## src/rtl/pipe_stage_reg_pkg.sv

```systemverilog
// pipe_stage_reg_pkg: shared payload width and holding-slot operation codes for pipeline stage registers
package pipe_stage_reg_pkg;
  localparam int PAYLOAD_W = 87;
  typedef enum logic [1:0] {SLOT_HOLD, SLOT_LOAD, SLOT_UNLOAD, SLOT_CLEAR} slot_op_e;
endpackage

```

## src/rtl/pipe_stage_reg_if.sv

```systemverilog
// pipe_stage_reg_if: handshake bus between an upstream stage, the stage register and downstream
//   flush/in_valid/in_data/out_ready are driven by the surrounding pipeline (master)
//   in_ready/out_valid/out_data/bubble_cnt are driven by the stage register (slave)
interface pipe_stage_reg_if
  import pipe_stage_reg_pkg::*;
#(
  parameter int DATA_W = PAYLOAD_W,
  parameter int CNT_W  = 16
);
  logic              flush;
  logic              in_valid;
  logic              in_ready;
  logic [DATA_W-1:0] in_data;
  logic              out_valid;
  logic              out_ready;
  logic [DATA_W-1:0] out_data;
  logic [CNT_W-1:0]  bubble_cnt;
  modport master (output flush, in_valid, in_data, out_ready,
                  input  in_ready, out_valid, out_data, bubble_cnt);
  modport slave  (input  flush, in_valid, in_data, out_ready,
                  output in_ready, out_valid, out_data, bubble_cnt);
endinterface

```

## src/rtl/pipe_skid_slot.sv

```systemverilog
// pipe_skid_slot: one valid+data holding register with load/unload/clear
//   clk, rst (sync, active-low), op_i selects hold/load/unload/clear,
//   d_i load data, valid_o/data_o held entry (data_o is NOP when empty)
module pipe_skid_slot
  import pipe_stage_reg_pkg::*;
#(
  parameter int           W   = PAYLOAD_W,
  parameter logic [W-1:0] NOP = '0
) (
  input  logic         clk,
  input  logic         rst,
  input  slot_op_e     op_i,
  input  logic [W-1:0] d_i,
  output logic         valid_o,
  output logic [W-1:0] data_o
);
  logic         valid_q, valid_d;
  logic [W-1:0] data_q, data_d;
  always_comb begin
    valid_d = op_i == SLOT_LOAD ? 1'b1 : op_i == SLOT_HOLD ? valid_q : 1'b0;
    data_d  = op_i == SLOT_LOAD ? d_i  : op_i == SLOT_HOLD ? data_q  : NOP;
  end
  always_ff @(posedge clk) begin
    if (!rst) begin
      valid_q <= 1'b0;
      data_q  <= NOP;
    end else begin
      valid_q <= valid_d;
      data_q  <= data_d;
    end
  end
  assign valid_o = valid_q;
  assign data_o  = data_q;
endmodule

```

## src/rtl/pipe_stage_reg.sv

```systemverilog
// pipe_stage_reg: inter-stage pipeline register with valid/ready, flush, optional skid slot and bubble counter
//   clk, rst (sync, active-low), bus (slave side of pipe_stage_reg_if)
//   SKID=0: in_ready is combinational from out_ready; SKID=1: in_ready comes from the skid-slot flop
module pipe_stage_reg
  import pipe_stage_reg_pkg::*;
#(
  parameter int                DATA_W    = PAYLOAD_W,
  parameter logic [DATA_W-1:0] NOP_VALUE = '0,
  parameter bit                SKID      = 1'b0,
  parameter int                CNT_W     = 16
) (
  input logic clk,
  input logic rst,
  pipe_stage_reg_if.slave bus
);
  logic              main_v, skid_v, accept, consume;
  logic [DATA_W-1:0] main_d, skid_d, main_src;
  slot_op_e          main_op;
  logic [CNT_W-1:0]  cnt_q, cnt_d;
  assign consume     = main_v && bus.out_ready;
  assign bus.in_ready = rst && (SKID ? !skid_v : (!main_v || bus.out_ready));
  assign accept      = bus.in_valid && bus.in_ready;
  // a waiting skid entry always refills the main register before new input does
  assign main_src    = skid_v ? skid_d : bus.in_data;
  always_comb begin
    main_op = bus.flush ? SLOT_CLEAR
            : (!main_v || consume) && (skid_v || accept) ? SLOT_LOAD
            : consume ? SLOT_UNLOAD : SLOT_HOLD;
    cnt_d   = !main_v && !(&cnt_q) ? cnt_q + 1'b1 : cnt_q;
  end
  pipe_skid_slot #(.W(DATA_W), .NOP(NOP_VALUE)) u_main (
    .clk(clk), .rst(rst), .op_i(main_op), .d_i(main_src),
    .valid_o(main_v), .data_o(main_d)
  );
  if (SKID) begin : g_skid
    slot_op_e skid_op;
    // input lands here only when the main register is full and not draining
    always_comb
      skid_op = bus.flush ? SLOT_CLEAR
              : accept && main_v && !consume ? SLOT_LOAD
              : consume ? SLOT_UNLOAD : SLOT_HOLD;
    pipe_skid_slot #(.W(DATA_W), .NOP(NOP_VALUE)) u_skid (
      .clk(clk), .rst(rst), .op_i(skid_op), .d_i(bus.in_data),
      .valid_o(skid_v), .data_o(skid_d)
    );
  end else begin : g_noskid
    assign skid_v = 1'b0;
    assign skid_d = NOP_VALUE;
  end
  always_ff @(posedge clk) begin
    if (!rst) cnt_q <= '0;
    else cnt_q <= cnt_d;
  end
  assign bus.out_valid  = main_v;
  assign bus.out_data   = main_d;
  assign bus.bubble_cnt = cnt_q;
endmodule

```

## src/flat_wrapper.sv

```systemverilog
// flat-port wrapper written by rule: the top's interface ports become plain ports
module pipe_stage_reg_flat import pipe_stage_reg_pkg::*;
#(
  parameter int                DATA_W    = PAYLOAD_W,
  parameter logic [DATA_W-1:0] NOP_VALUE = '0,
  parameter bit                SKID      = 1'b0,
  parameter int                CNT_W     = 16
)
  (clk, rst, bus_flush, bus_in_valid, bus_in_data, bus_out_ready, bus_in_ready, bus_out_valid, bus_out_data, bus_bubble_cnt);
  pipe_stage_reg_if #(.DATA_W(DATA_W), .CNT_W(CNT_W)) bus_i ();
  input logic clk;
  input logic rst;
  input wire logic [$bits(bus_i.flush)-1:0] bus_flush;
  input wire logic [$bits(bus_i.in_valid)-1:0] bus_in_valid;
  input wire logic [$bits(bus_i.in_data)-1:0] bus_in_data;
  input wire logic [$bits(bus_i.out_ready)-1:0] bus_out_ready;
  output wire logic [$bits(bus_i.in_ready)-1:0] bus_in_ready;
  output wire logic [$bits(bus_i.out_valid)-1:0] bus_out_valid;
  output wire logic [$bits(bus_i.out_data)-1:0] bus_out_data;
  output wire logic [$bits(bus_i.bubble_cnt)-1:0] bus_bubble_cnt;
  assign bus_i.flush = bus_flush;
  assign bus_i.in_valid = bus_in_valid;
  assign bus_i.in_data = bus_in_data;
  assign bus_i.out_ready = bus_out_ready;
  assign bus_in_ready = bus_i.in_ready;
  assign bus_out_valid = bus_i.out_valid;
  assign bus_out_data = bus_i.out_data;
  assign bus_bubble_cnt = bus_i.bubble_cnt;
  pipe_stage_reg #(.DATA_W(DATA_W), .NOP_VALUE(NOP_VALUE), .SKID(SKID), .CNT_W(CNT_W)) u_core (.clk(clk), .rst(rst), .bus(bus_i));
endmodule
```

## config.mk

```make
export PLATFORM = sky130hd
export DESIGN_NAME = pipe_stage_reg_flat
export DESIGN_NICKNAME = d
export VERILOG_FILES = /design/src/rtl/pipe_stage_reg_pkg.sv /design/src/rtl/pipe_stage_reg_if.sv /design/src/rtl/pipe_skid_slot.sv /design/src/rtl/pipe_stage_reg.sv /design/src/flat_wrapper.sv
export SDC_FILE = /design/constraint.sdc
export NUM_CORES = 1
export LEC_CHECK = 0
export BUFFER_PORTS_ARGS = -buffer_cell sky130_fd_sc_hd__buf_2
export CAP_MARGIN = 20
export CORE_AREA = 2 2 66 131
export DETAILED_ROUTE_END_ITERATION = 7
export DIE_AREA = 0 0 68 133
export PLACE_DENSITY = 0.8
export SYNTH_ARGS = -nofsm -noshare
export SYNTH_HDL_FRONTEND = slang
export SYNTH_SLANG_ARGS = --single-unit
```

## constraint.sdc

```tcl
create_clock -name clk -period 3.87 [get_ports clk]
set_input_delay 0 -clock clk [delete_from_list [all_inputs] [get_ports clk]]
set_output_delay 0 -clock clk [all_outputs]
set_load 0.02 [all_outputs]
```

==> impl_metrics.ini <==
[drt]
topRoutingLayerUsed = met4
drt.antenna.violating_nets = 0
via_per_inst = 5.501
wire_per_inst_um = 15.53
via_count = 4219
wl_met1_um = 4466
drtIter0Drc = 290
met2_length_um = 5880
postRouteWirelength_um = 11910
drt-pass1-iter-count = 5
wl_met3_um = 941
route.detailed.drc = 0

[logic_synthesis]
yosys_warnings = 0
synth_cells = 395
avgSynthCellArea_um2 = 9.544
seq_area_frac_synth_pct = 55.23
synth_area_um2 = 3770
synth.net_count = 488
ys_ff_latch = 104
synthDistinctLibCells = 38

[clock_network]
clockRootBuffer = clkbuf_16
h-tree-depth = 3
cts_buffers = 9
cts_resized = 0
clk_pin_slew_ns = 0.07
cts.path.max_buffers = 2
postCtsSetupRepairBufs = 0
ctsHoldBuffers = 89
cts_tree = done
clock_latency_ns = 0.34
cts.sinks = 104

[finish]
final_cell_mix = buf_2 (196), dfxtp_1 (104), nor2_1 (93), dlygate4sd3_1 (89), a22oi_1 (87)
final_common_cell = buf_2
layout-drive-gt1-share_pct = 33.33
multi_input_area_um2 = 1562
n_fill_cell = 552
fin_nets = 757
diodes = 0
regArea_um2 = 2082
syn_to_final_growth_pct = 58.05
final_core_util_pct = 73.42

[hold_path]
hold_class = in2reg
hold_depth = 3

[floorplan]
start_util_pct = 46.45
rows = 47
die-area_um2 = 9044
core_area_um2 = 8115
ios = 197
die_w_um = 68
fp.dieH_um = 133

[setup_path]
worstSetupStartpointType = register
cp_max_fo = 69
reg2reg_depth = 5
critPathArrivalTime_ns = 2.52
cp.required_ns = 4.13
critPathKind = reg2reg
cp-end-kind = register

[power]
power.density_nw_per_um2 = 378.4
p_leak_nw = 2.775
vdd_ir_drop_max_uv = 254.8

[global_route]
gr-total-overflow = 0
grt_pass1_wl_um = 18530
antenna_found_initial = 0
grt_pass1_vias = 4030
grt_usage_pct = 26.66
grt_max_degree = 96

[timing]
maxSlewHeadroom_pct = 36.96
rsz0062_at_grt = no
fmax_mhz = 441.4
tightest_slew_ns = 0.9455
maxSlewViolCount = 0
period_minus_slack_ns = 2.266
setup_tns_ns = 0
fin_crit_sh_pct = 58.55
setup_viol = 0
hold_violations = 0
clock_skew_ns = 0.005363

[placement]
port_buffers = 196
dp_hpwl_um = 6488
place_congestion = 0.7524

[flow_run]
drv_cap = 0

[outcome]
status = completed
==> metal layers <==
layer	vias to the layer above	GRT usage, %
met5	-	0
li1	1976	-
met1	1941	30.38
met3	62	8.163
met2	240	42.13
met4	0	16.11
==> path summary, 6_finish.rpt <==
check / start / endpoint / slack, ns
min reg2reg: u_core.u_main.data_o[60] / u_core.u_main.data_o[60] / 0.50
max: u_core.u_main.valid_o / u_core.u_main.data_o[21] / 1.60
min: rst / u_core.bus.bubble_cnt[8] / 0.07
max reg2reg: u_core.u_main.valid_o / u_core.u_main.data_o[21] / 1.60
==> report_power, final <==
| group | switching [mW] | internal (mW) |
|---|---|---|
| logic | 0.138 | 0.136 |
| registers | 0.0159 | 1.09 |
| clock network | 0.422 | 0.450 |
==> flip-flops by register name (all words and copies together) (netlist names) <==
| signal | cells |
|---|---|
| u_core.u_main.data_o | 87 |
| u_core.bus.bubble_cnt | 16 |
| u_core.u_main.valid_o | 1 |
==> cells by family (layout without fill, tap and decap cells) <==
kind of cell / after synthesis / after routing / share of synthesized area (%)
compound gates: 114 / 114 / 22.34
fa+ha+maj: 1 / 1 / 0.3318
buf+inv: 33 / 307 / 3.551
flops: 104 / 104 / 55.23
mux: 3 / 3 / 0.7966
simple gates: 140 / 140 / 17.76
==> final cells by class <==
type	instances	area share [%]
Clock buffer	9	3.780
Tap cell	98	2.058
Sequential cell	104	34.94
Multi-Input combinational cell	258	26.21
Inverter	3	0.1890
Timing Repair Buffer	288	31.79
Clock inverter	7	1.029
==> cell usage after synthesis <==
| cell | number | area, um2 |
|---|---|---|
| dfxtp_1 | 104 | 2082 |
| nor2_1 | 93 | 349.1 |
| a22oi_1 | 87 | 653.1 |
| clkbuf_1 | 22 | 82.58 |
| nand2_1 | 15 | 56.30 |
| buf_2 | 8 | 40.04 |
| nand2b_1 | 6 | 37.54 |
| a21oi_1 | 5 | 25.02 |
| o31ai_1 | 5 | 37.54 |
| nand4_1 | 4 | 25.02 |
| mux2i_1 | 3 | 30.03 |
| nand3_1 | 3 | 15.01 |
| o211ai_1 | 3 | 22.52 |
| o21ai_0 | 3 | 15.01 |
| o21ai_1 | 3 | 15.01 |
| or3_1 | 3 | 18.77 |
| and3_1 | 2 | 12.51 |
| and4_1 | 2 | 17.52 |
| inv_1 | 2 | 7.510 |
| nor4_1 | 2 | 12.51 |
| o41ai_1 | 2 | 17.52 |
| or4_1 | 2 | 15.01 |
| a2111oi_2 | 1 | 15.01 |
| a211oi_1 | 1 | 7.510 |
| a21o_1 | 1 | 7.510 |
| a21oi_2 | 1 | 8.760 |
| and2_1 | 1 | 6.260 |
| and4b_2 | 1 | 11.26 |
| ha_1 | 1 | 12.51 |
| inv_2 | 1 | 3.750 |
| nand4_4 | 1 | 21.27 |
| nand4b_2 | 1 | 15.01 |
| nor2b_1 | 1 | 6.260 |
| nor3_1 | 1 | 5.000 |
| nor4_4 | 1 | 21.27 |
| nor4b_4 | 1 | 23.77 |
| o311ai_0 | 1 | 8.760 |
| o311ai_1 | 1 | 8.760 |
==> critical path: stages, from the launching register on <==
cell and delay (ns):
dfxtp_1 0.48, nand2b_1 0.19, a21oi_4 0.47, buf_4 0.64
a22oi_1 0.17, nor2_1 0.18
==> through the flow <==
| stage | hold WS, ns | setup WS [ns] | std cells | area, um2 | power, mW |
|---|---|---|---|---|---|
| floorplan | 0.07847 | 2.115 | 395 | 3770 | 1.243 |
| global placement | 0.2439 | 1.785 | 662 | 4781 | 1.327 |
| detailed placement | 0.2551 | 1.706 | 662 | 4781 | 1.329 |
| CTS | 0.05026 | 1.692 | 767 | 5958 | 2.267 |
| global route | 0.07931 | 1.413 | 767 | 5958 | 2.337 |
| finish | 0.06528 | 1.604 | 767 | 5958 | 2.255 |
Power figures use the tool's default switching activity.
